## config.mk

```make
export PLATFORM = sky130hd
export DESIGN_NAME = bkm_data_step_scoreboard_flat
export DESIGN_NICKNAME = d
export VERILOG_FILES = /design/src/rtl/bkm_data_step_scoreboard_pkg.sv /design/src/rtl/bkm_data_step_scoreboard_if.sv /design/src/rtl/bkm_sat_counter.sv /design/src/rtl/bkm_data_step_scoreboard.sv /design/src/flat_wrapper.sv
export SDC_FILE = /design/constraint.sdc
export NUM_CORES = 1
export LEC_CHECK = 0
export CAP_MARGIN = 20
export CORE_MARGIN = 2
export CORE_UTILIZATION = 35
export DETAILED_ROUTE_END_ITERATION = 6
export PLACE_DENSITY = 0.57
export SYNTH_ARGS = -nofsm -noshare
export SYNTH_HDL_FRONTEND = slang
export SYNTH_HIERARCHICAL = 1
export SYNTH_SLANG_ARGS = --single-unit
```

## constraint.sdc

```tcl
create_clock -name clk -period 7.4 [get_ports clk]
set_clock_uncertainty 0.2 [all_clocks]
set_input_delay 1.48 -clock clk [delete_from_list [all_inputs] [get_ports clk]]
set_output_delay 1.48 -clock clk [all_outputs]
set_load 0.02 [all_outputs]
```

## src/rtl/bkm_data_step_scoreboard_pkg.sv

```systemverilog
// Shared definitions for the BKM data-step scoreboard: run-control state
// encoding and a small decode helper. Benches and monitors import this too.
package bkm_data_step_scoreboard_pkg;

    typedef enum logic [1:0] {
        ST_IDLE   = 2'd0,
        ST_RUN    = 2'd1,
        ST_DRAIN  = 2'd2,
        ST_REPORT = 2'd3
    } sb_state_t;

    // Samples are accepted in RUN and in the one DRAIN cycle after stop.
    function automatic logic is_sampling(input sb_state_t st);
        return (st == ST_RUN) || (st == ST_DRAIN);
    endfunction

endpackage

```

## src/rtl/bkm_data_step_scoreboard_if.sv

```systemverilog
// Checker-flag inputs and statistics/verdict outputs of the scoreboard.
// master = the side driving checker results, slave = the scoreboard.
interface bkm_data_step_scoreboard_if #(
    parameter int W  = 64,
    parameter int CW = 32
) ();
    logic          enable;
    logic          start;
    logic          stop;
    logic          err_X;
    logic          err_Y;
    logic          war_X;
    logic          war_Y;
    logic [W-1:0]  delta_X;
    logic [W-1:0]  delta_Y;
    logic [CW-1:0] n_samp;
    logic [CW-1:0] n_err_X;
    logic [CW-1:0] n_err_Y;
    logic [CW-1:0] n_war_X;
    logic [CW-1:0] n_war_Y;
    logic [W-1:0]  max_ad_X;
    logic [W-1:0]  max_ad_Y;
    logic          busy;
    logic          rpt_vld;
    logic          pass;
    logic          fail;

    modport master (
        output enable, start, stop, err_X, err_Y, war_X, war_Y, delta_X, delta_Y,
        input  n_samp, n_err_X, n_err_Y, n_war_X, n_war_Y, max_ad_X, max_ad_Y,
               busy, rpt_vld, pass, fail
    );

    modport slave (
        input  enable, start, stop, err_X, err_Y, war_X, war_Y, delta_X, delta_Y,
        output n_samp, n_err_X, n_err_Y, n_war_X, n_war_Y, max_ad_X, max_ad_Y,
               busy, rpt_vld, pass, fail
    );
endinterface

```

## src/rtl/bkm_sat_counter.sv

```systemverilog
// Saturating up-counter: sticks at all-ones instead of wrapping.
module bkm_sat_counter #(
    parameter int CW = 32
) (
    input  logic          clk,
    input  logic          srst,
    input  logic          clr,
    input  logic          inc,
    output logic [CW-1:0] cnt
);
    // Clear has priority over increment; hold once saturated.
    always_ff @(posedge clk) begin
        if (srst || clr)
            cnt <= '0;
        else if (inc && (cnt != {CW{1'b1}}))
            cnt <= cnt + 1'b1;
    end
endmodule

```

## src/rtl/bkm_data_step_scoreboard.sv

```systemverilog
// Scoreboard for the BKM data-step checker: counts samples, errors and
// warnings per axis, tracks the largest |delta|, and issues a pass/fail
// verdict at the end of each start..stop run.
module bkm_data_step_scoreboard
    import bkm_data_step_scoreboard_pkg::*;
#(
    parameter int W       = 64,
    parameter int CW      = 32,
    parameter int ERR_MAX = 0
) (
    input  logic clk,
    input  logic srst,
    bkm_data_step_scoreboard_if.slave sb
);
    localparam logic [CW:0] ERR_LIM = (CW+1)'(ERR_MAX);

    sb_state_t     state, state_nxt;
    logic          enable_d;
    logic          sample_vld;
    logic [W-1:0]  abs_x, abs_y;
    logic [W-1:0]  max_x, max_y;
    logic [CW:0]   err_sum;
    logic          fail_now;
    logic          pass_q, fail_q;

    // Checker flags lag enable by one cycle; align enable to them.
    always_ff @(posedge clk) begin
        if (srst) enable_d <= 1'b0;
        else      enable_d <= sb.enable;
    end

    assign sample_vld = enable_d && is_sampling(state);

    // State register.
    always_ff @(posedge clk) begin
        if (srst) state <= ST_IDLE;
        else      state <= state_nxt;
    end

    // Next state: start restarts from anywhere and beats stop.
    always_comb begin
        state_nxt = state;
        if (sb.start) begin
            state_nxt = ST_RUN;
        end else begin
            case (state)
                ST_IDLE:   state_nxt = ST_IDLE;
                ST_RUN:    if (sb.stop) state_nxt = ST_DRAIN;
                ST_DRAIN:  state_nxt = ST_REPORT;
                ST_REPORT: state_nxt = ST_IDLE;
                default:   state_nxt = ST_IDLE;
            endcase
        end
    end

    // Statistics; an error masks a warning on the same axis.
    bkm_sat_counter #(.CW(CW)) u_cnt_samp (
        .clk(clk), .srst(srst), .clr(sb.start), .inc(sample_vld), .cnt(sb.n_samp));
    bkm_sat_counter #(.CW(CW)) u_cnt_err_x (
        .clk(clk), .srst(srst), .clr(sb.start), .inc(sample_vld && sb.err_X), .cnt(sb.n_err_X));
    bkm_sat_counter #(.CW(CW)) u_cnt_err_y (
        .clk(clk), .srst(srst), .clr(sb.start), .inc(sample_vld && sb.err_Y), .cnt(sb.n_err_Y));
    bkm_sat_counter #(.CW(CW)) u_cnt_war_x (
        .clk(clk), .srst(srst), .clr(sb.start),
        .inc(sample_vld && !sb.err_X && sb.war_X), .cnt(sb.n_war_X));
    bkm_sat_counter #(.CW(CW)) u_cnt_war_y (
        .clk(clk), .srst(srst), .clr(sb.start),
        .inc(sample_vld && !sb.err_Y && sb.war_Y), .cnt(sb.n_war_Y));

    // W-bit magnitude; the most-negative value maps to 2^(W-1) unsigned.
    assign abs_x = sb.delta_X[W-1] ? (~sb.delta_X + 1'b1) : sb.delta_X;
    assign abs_y = sb.delta_Y[W-1] ? (~sb.delta_Y + 1'b1) : sb.delta_Y;

    // Running maximum of |delta| per axis.
    always_ff @(posedge clk) begin
        if (srst || sb.start) begin
            max_x <= '0;
            max_y <= '0;
        end else if (sample_vld) begin
            if (abs_x > max_x) max_x <= abs_x;
            if (abs_y > max_y) max_y <= abs_y;
        end
    end

    // Error total is one bit wider so two saturated counters cannot wrap.
    assign err_sum  = {1'b0, sb.n_err_X} + {1'b0, sb.n_err_Y};
    assign fail_now = err_sum > ERR_LIM;

    // Latch the verdict as REPORT ends so it holds until the next start.
    always_ff @(posedge clk) begin
        if (srst || sb.start) begin
            pass_q <= 1'b0;
            fail_q <= 1'b0;
        end else if (state == ST_REPORT) begin
            pass_q <= !fail_now;
            fail_q <= fail_now;
        end
    end

    assign sb.max_ad_X = max_x;
    assign sb.max_ad_Y = max_y;
    assign sb.busy     = (state != ST_IDLE);
    assign sb.rpt_vld  = (state == ST_REPORT);
    assign sb.pass     = (state == ST_REPORT) ? !fail_now : pass_q;
    assign sb.fail     = (state == ST_REPORT) ?  fail_now : fail_q;
endmodule

```

## src/flat_wrapper.sv

```systemverilog
// flat-port wrapper written by rule: the top's interface ports become plain ports
module bkm_data_step_scoreboard_flat import bkm_data_step_scoreboard_pkg::*;
#(
    parameter int W       = 64,
    parameter int CW      = 32,
    parameter int ERR_MAX = 0
)
  (clk, srst, sb_enable, sb_start, sb_stop, sb_err_X, sb_err_Y, sb_war_X, sb_war_Y, sb_delta_X, sb_delta_Y, sb_n_samp, sb_n_err_X, sb_n_err_Y, sb_n_war_X, sb_n_war_Y, sb_max_ad_X, sb_max_ad_Y, sb_busy, sb_rpt_vld, sb_pass, sb_fail);
  bkm_data_step_scoreboard_if #(.W(W), .CW(CW)) sb_i ();
  input  logic clk;
  input  logic srst;
  input wire logic [$bits(sb_i.enable)-1:0] sb_enable;
  input wire logic [$bits(sb_i.start)-1:0] sb_start;
  input wire logic [$bits(sb_i.stop)-1:0] sb_stop;
  input wire logic [$bits(sb_i.err_X)-1:0] sb_err_X;
  input wire logic [$bits(sb_i.err_Y)-1:0] sb_err_Y;
  input wire logic [$bits(sb_i.war_X)-1:0] sb_war_X;
  input wire logic [$bits(sb_i.war_Y)-1:0] sb_war_Y;
  input wire logic [$bits(sb_i.delta_X)-1:0] sb_delta_X;
  input wire logic [$bits(sb_i.delta_Y)-1:0] sb_delta_Y;
  output wire logic [$bits(sb_i.n_samp)-1:0] sb_n_samp;
  output wire logic [$bits(sb_i.n_err_X)-1:0] sb_n_err_X;
  output wire logic [$bits(sb_i.n_err_Y)-1:0] sb_n_err_Y;
  output wire logic [$bits(sb_i.n_war_X)-1:0] sb_n_war_X;
  output wire logic [$bits(sb_i.n_war_Y)-1:0] sb_n_war_Y;
  output wire logic [$bits(sb_i.max_ad_X)-1:0] sb_max_ad_X;
  output wire logic [$bits(sb_i.max_ad_Y)-1:0] sb_max_ad_Y;
  output wire logic [$bits(sb_i.busy)-1:0] sb_busy;
  output wire logic [$bits(sb_i.rpt_vld)-1:0] sb_rpt_vld;
  output wire logic [$bits(sb_i.pass)-1:0] sb_pass;
  output wire logic [$bits(sb_i.fail)-1:0] sb_fail;
  assign sb_i.enable = sb_enable;
  assign sb_i.start = sb_start;
  assign sb_i.stop = sb_stop;
  assign sb_i.err_X = sb_err_X;
  assign sb_i.err_Y = sb_err_Y;
  assign sb_i.war_X = sb_war_X;
  assign sb_i.war_Y = sb_war_Y;
  assign sb_i.delta_X = sb_delta_X;
  assign sb_i.delta_Y = sb_delta_Y;
  assign sb_n_samp = sb_i.n_samp;
  assign sb_n_err_X = sb_i.n_err_X;
  assign sb_n_err_Y = sb_i.n_err_Y;
  assign sb_n_war_X = sb_i.n_war_X;
  assign sb_n_war_Y = sb_i.n_war_Y;
  assign sb_max_ad_X = sb_i.max_ad_X;
  assign sb_max_ad_Y = sb_i.max_ad_Y;
  assign sb_busy = sb_i.busy;
  assign sb_rpt_vld = sb_i.rpt_vld;
  assign sb_pass = sb_i.pass;
  assign sb_fail = sb_i.fail;
  bkm_data_step_scoreboard #(.W(W), .CW(CW), .ERR_MAX(ERR_MAX)) u_core (.clk(clk), .srst(srst), .sb(sb_i));
endmodule
```

==> results.cfg <==
[critical_path]
crit_required_ns = 5.72
worstPathMaxFanout = 8
end_kind = output pin
r2r_end = u_core/fail_q
r2r_setup_slack_ns = 3.09
worst-setup-path-type = reg2out
startpoint_type = register
reg2reg_from = u_core/u_cnt_err_y/cnt[3]
worst_ep_arrival_time_ns = 5.10
reg2reg_depth = 10

[clock_network]
cts-htree-levels = 2
cts_setup_buffers = 0
clk_latency_ns = 0.56
cts_tree = done
cts_buffer_depth = 3
clock_sinks = 293
clockRootBuffer = clkbuf_16
cts_resized = 0
cts_buffers = 39
cts.clk_slew.worst_paths_ns = 0.06
postCtsHoldBufs = 0

[status]
status = completed

[synthesis]
syn-cell-area_um2 = 21900
ys_warn_count = 6
synth.distinct_cells = 89
synthArstFlopShare_pct = 0
yosysTopAreaCellShare_pct = 26.7
synth_edf_count = 0
synthTopCellsByArea = dfxtp_1, ha_1, a21oi_1
synthCells = 2703
synth_seq_cells = 293
synth_seq_area_share_pct = 26.7
ys.flop_type = dfxtp_1
avgSynthCellArea_um2 = 8.12
synth_nets = 3012
synth_area_leader_cell = dfxtp_1

[die]
die_area_um2 = 64700
dieWidth_um = 254
start_util_pct = 35.5
ios = 429
die_y_um = 254
core_um2 = 61800
rows = 91

[power_and_ir_drop]
p_leak_nw = 9.86
ir_drop_mv = 0.127
p_per_area_nw_per_um2 = 152

[layout]
synthToLayoutAreaGrowth_pct = 29.5
nNetsFinal = 3371
num-fill-cells = 6039
postLayoutCoreUtil_pct = 46.0
drive_gt1_share_pct = 9.15
final_area_um2 = 28400

[sta]
drv_slew = 0
slew_headroom_pct = 38.9
fin_tns_setup_ns = 0
rsz0062_at_grt = false
finalCriticalPeriod_ns = 6.78
period_share_pct = 91.7
worstMarginPinSlew_ns = 0.917
fmax_mhz = 147
hold_violations = 0
setup_viol = 0

[detailed_routing]
wl_um = 76500
drtIter0Drc = 1284
drt-met1-wl_um = 32300
via_per_inst = 5.67
avgRoutedWirePerCell_um = 19.5
topRoutingLayerUsed = met5
num_vias = 22266
dr.pass1.iters = 5
postRouteAntennaNets = 0
wl_met2_um = 35900
wl_met3_um = 6170
drc = 0

[placed_design]
detailed_place_hpwl_um = 58100
gp_congestion = 0.913
post_dp_cell_area_um2 = 27000
io_buffers = 428

[hold_path]
min_path_cells = 2
holdCritPathClass = reg2reg
min_to = u_core/pass_q
hp-start = u_core/pass_q

[run]
max_cap_viol_count = 0

[global_route]
antenna_found_initial = 3
grt_pass1_wl_um = 118000
grtUsageTotal_pct = 22.7
grt_max_degree = 85
grt.overflow.total = 0
grt_pass1_vias = 21246
where the power goes:
part / switching (mW) / total [mW] / internal (mW)
clock network: 0.779 / 2.09 / 1.31
registers: 0.00960 / 1.60 / 1.59
logic: 0.337 / 0.623 / 0.286
total: 1.13 / 4.31 / 3.19
layout by cell type (no fill, tap or decap), types with 16 or more instances in the layout:
cell type        count
nor2b_1             16
nor2_1              70
clkbuf_16           39
o21ai_1             47
nand2_1            132
xnor2_1            122
o31ai_1             78
and4_1              28
ha_1               171
nor3_1              20
or4_1               64
buf_4               28
nand3_1            198
inv_1              167
dfxtp_1            293
clkdlybuf4s50_1    426
a21oi_1            294
a21o_1              52
or3_1               92
a21oi_2             37
or3_2               20
xor2_1              18
nand4_1             80
nor3b_1            125
o21ai_0            128
through the flow:
step | hold slack [ns] | total power [mW] | cells | worst slack (ns)
2_1_floorplan | 0.255 | 2.01 | 2703 | 1.37
3_3_place_gp | 0.268 | 2.24 | 3856 | 0.270
3_5_place_dp | 0.271 | 2.25 | 3856 | 0.163
4_1_cts | 0.280 | 4.38 | 3927 | 0.661
5_1_grt | 0.309 | 4.51 | 3930 | 0.369
6_report | 0.282 | 4.31 | 3930 | 0.616
layer usage:
layer  GRT usage, %  vias to the layer above
li1               -                    10840
met1           27.9                    10626
met2           38.1                      683
met5              0                        -
met4           7.43                        2
met3           6.38                      115
how the worst max path moves through the flow:
| stage | endpoint | slack (ns) | startpoint | cells after the start |
|---|---|---|---|---|
| global route | sb_fail | 0.37 | u_core/u_cnt_err_y/cnt[0] | 14 |
| floorplan | u_core/sb.max_ad_Y[35] | 1.37 | sb_delta_Y[14] | 20 |
| CTS | sb_fail | 0.66 | u_core/u_cnt_err_x/cnt[3] | 11 |
| detailed placement | u_core/sb.max_ad_Y[11] | 0.16 | sb_delta_Y[14] | 18 |
| finish | sb_fail | 0.62 | u_core/u_cnt_err_y/cnt[3] | 11 |
| global placement | u_core/sb.max_ad_Y[0] | 0.27 | sb_delta_Y[14] | 18 |
registers in the layout, summed over array words and instances, names as in the netlist, 2 cells and up:
signal and flops:
u_core/u_cnt_err_x/cnt 32, u_core/state 2, u_core/u_cnt_err_y/cnt 32, u_core/u_cnt_war_y/cnt 32, u_core/sb.max_ad_Y 64, u_core/u_cnt_samp/cnt 32, u_core/sb.max_ad_X 64, u_core/u_cnt_war_x/cnt 32
critical path: stages, from the launching register on:
cell and delay [ns]:
dfxtp_1 0.40, ha_1 0.42, o211ai_1 0.11, o21ai_0 0.50
a21oi_1 0.27, o21ai_0 0.64, mux2i_1 0.16, nor4_1 0.41
o21ai_0 0.28, nor4_1 0.64, nor2_1 0.13, clkdlybuf4s50_1 0.58
cell type report:
| type | count | area [µm²] | share of cell area, % |
|---|---|---|---|
| repair buffers | 467 | 4720 | 16.6 |
| clock inverters | 20 | 319 | 1.12 |
| multi-input cells | 2094 | 14800 | 52.0 |
| inverters | 167 | 627 | 2.20 |
| flip-flops and latches | 293 | 5870 | 20.6 |
| well taps | 837 | 1050 | 3.68 |
| diodes | 1 | 2.50 | 0.00880 |
| clock buffers | 51 | 1080 | 3.80 |
synthesized netlist by cell type, drive strengths merged (5+ instances only):
cell	count
or3	113
buf	25
xnor2	122
and2	11
o21a	10
o211ai	10
a21oi	331
or2	15
inv	167
mux2i	8
o21bai	8
nor4	17
o31ai	95
or4	73
a21o	52
clkbuf	119
nor2	70
o311ai	10
and3	26
dfxtp	293
nand2b	14
a211oi	13
nand4	87
nand3	198
ha	171
nand2	142
nor3b	126
o21ai	180
a31oi	12
and4	43
nor3	22
xor2	18
nor2b	16
o41ai	23
dlygate4sd1	5
cells by family (layout without fill, tap and decap cells):
family / count (synthesis) / after routing / share of synthesized area [%]
flip-flops: 293 / 293 / 26.7
adder cells (fa/ha/maj): 172 / 172 / 9.84
buffers and inverters: 316 / 705 / 6.24
other: 0 / 1 / 0
AND/OR/NAND/NOR: 983 / 983 / 27.3
multiplexers: 10 / 10 / 0.467
XOR/XNOR: 140 / 140 / 5.59
AO/OA/AOI/OAI: 789 / 789 / 23.8
(Power assumes the default switching activity.)
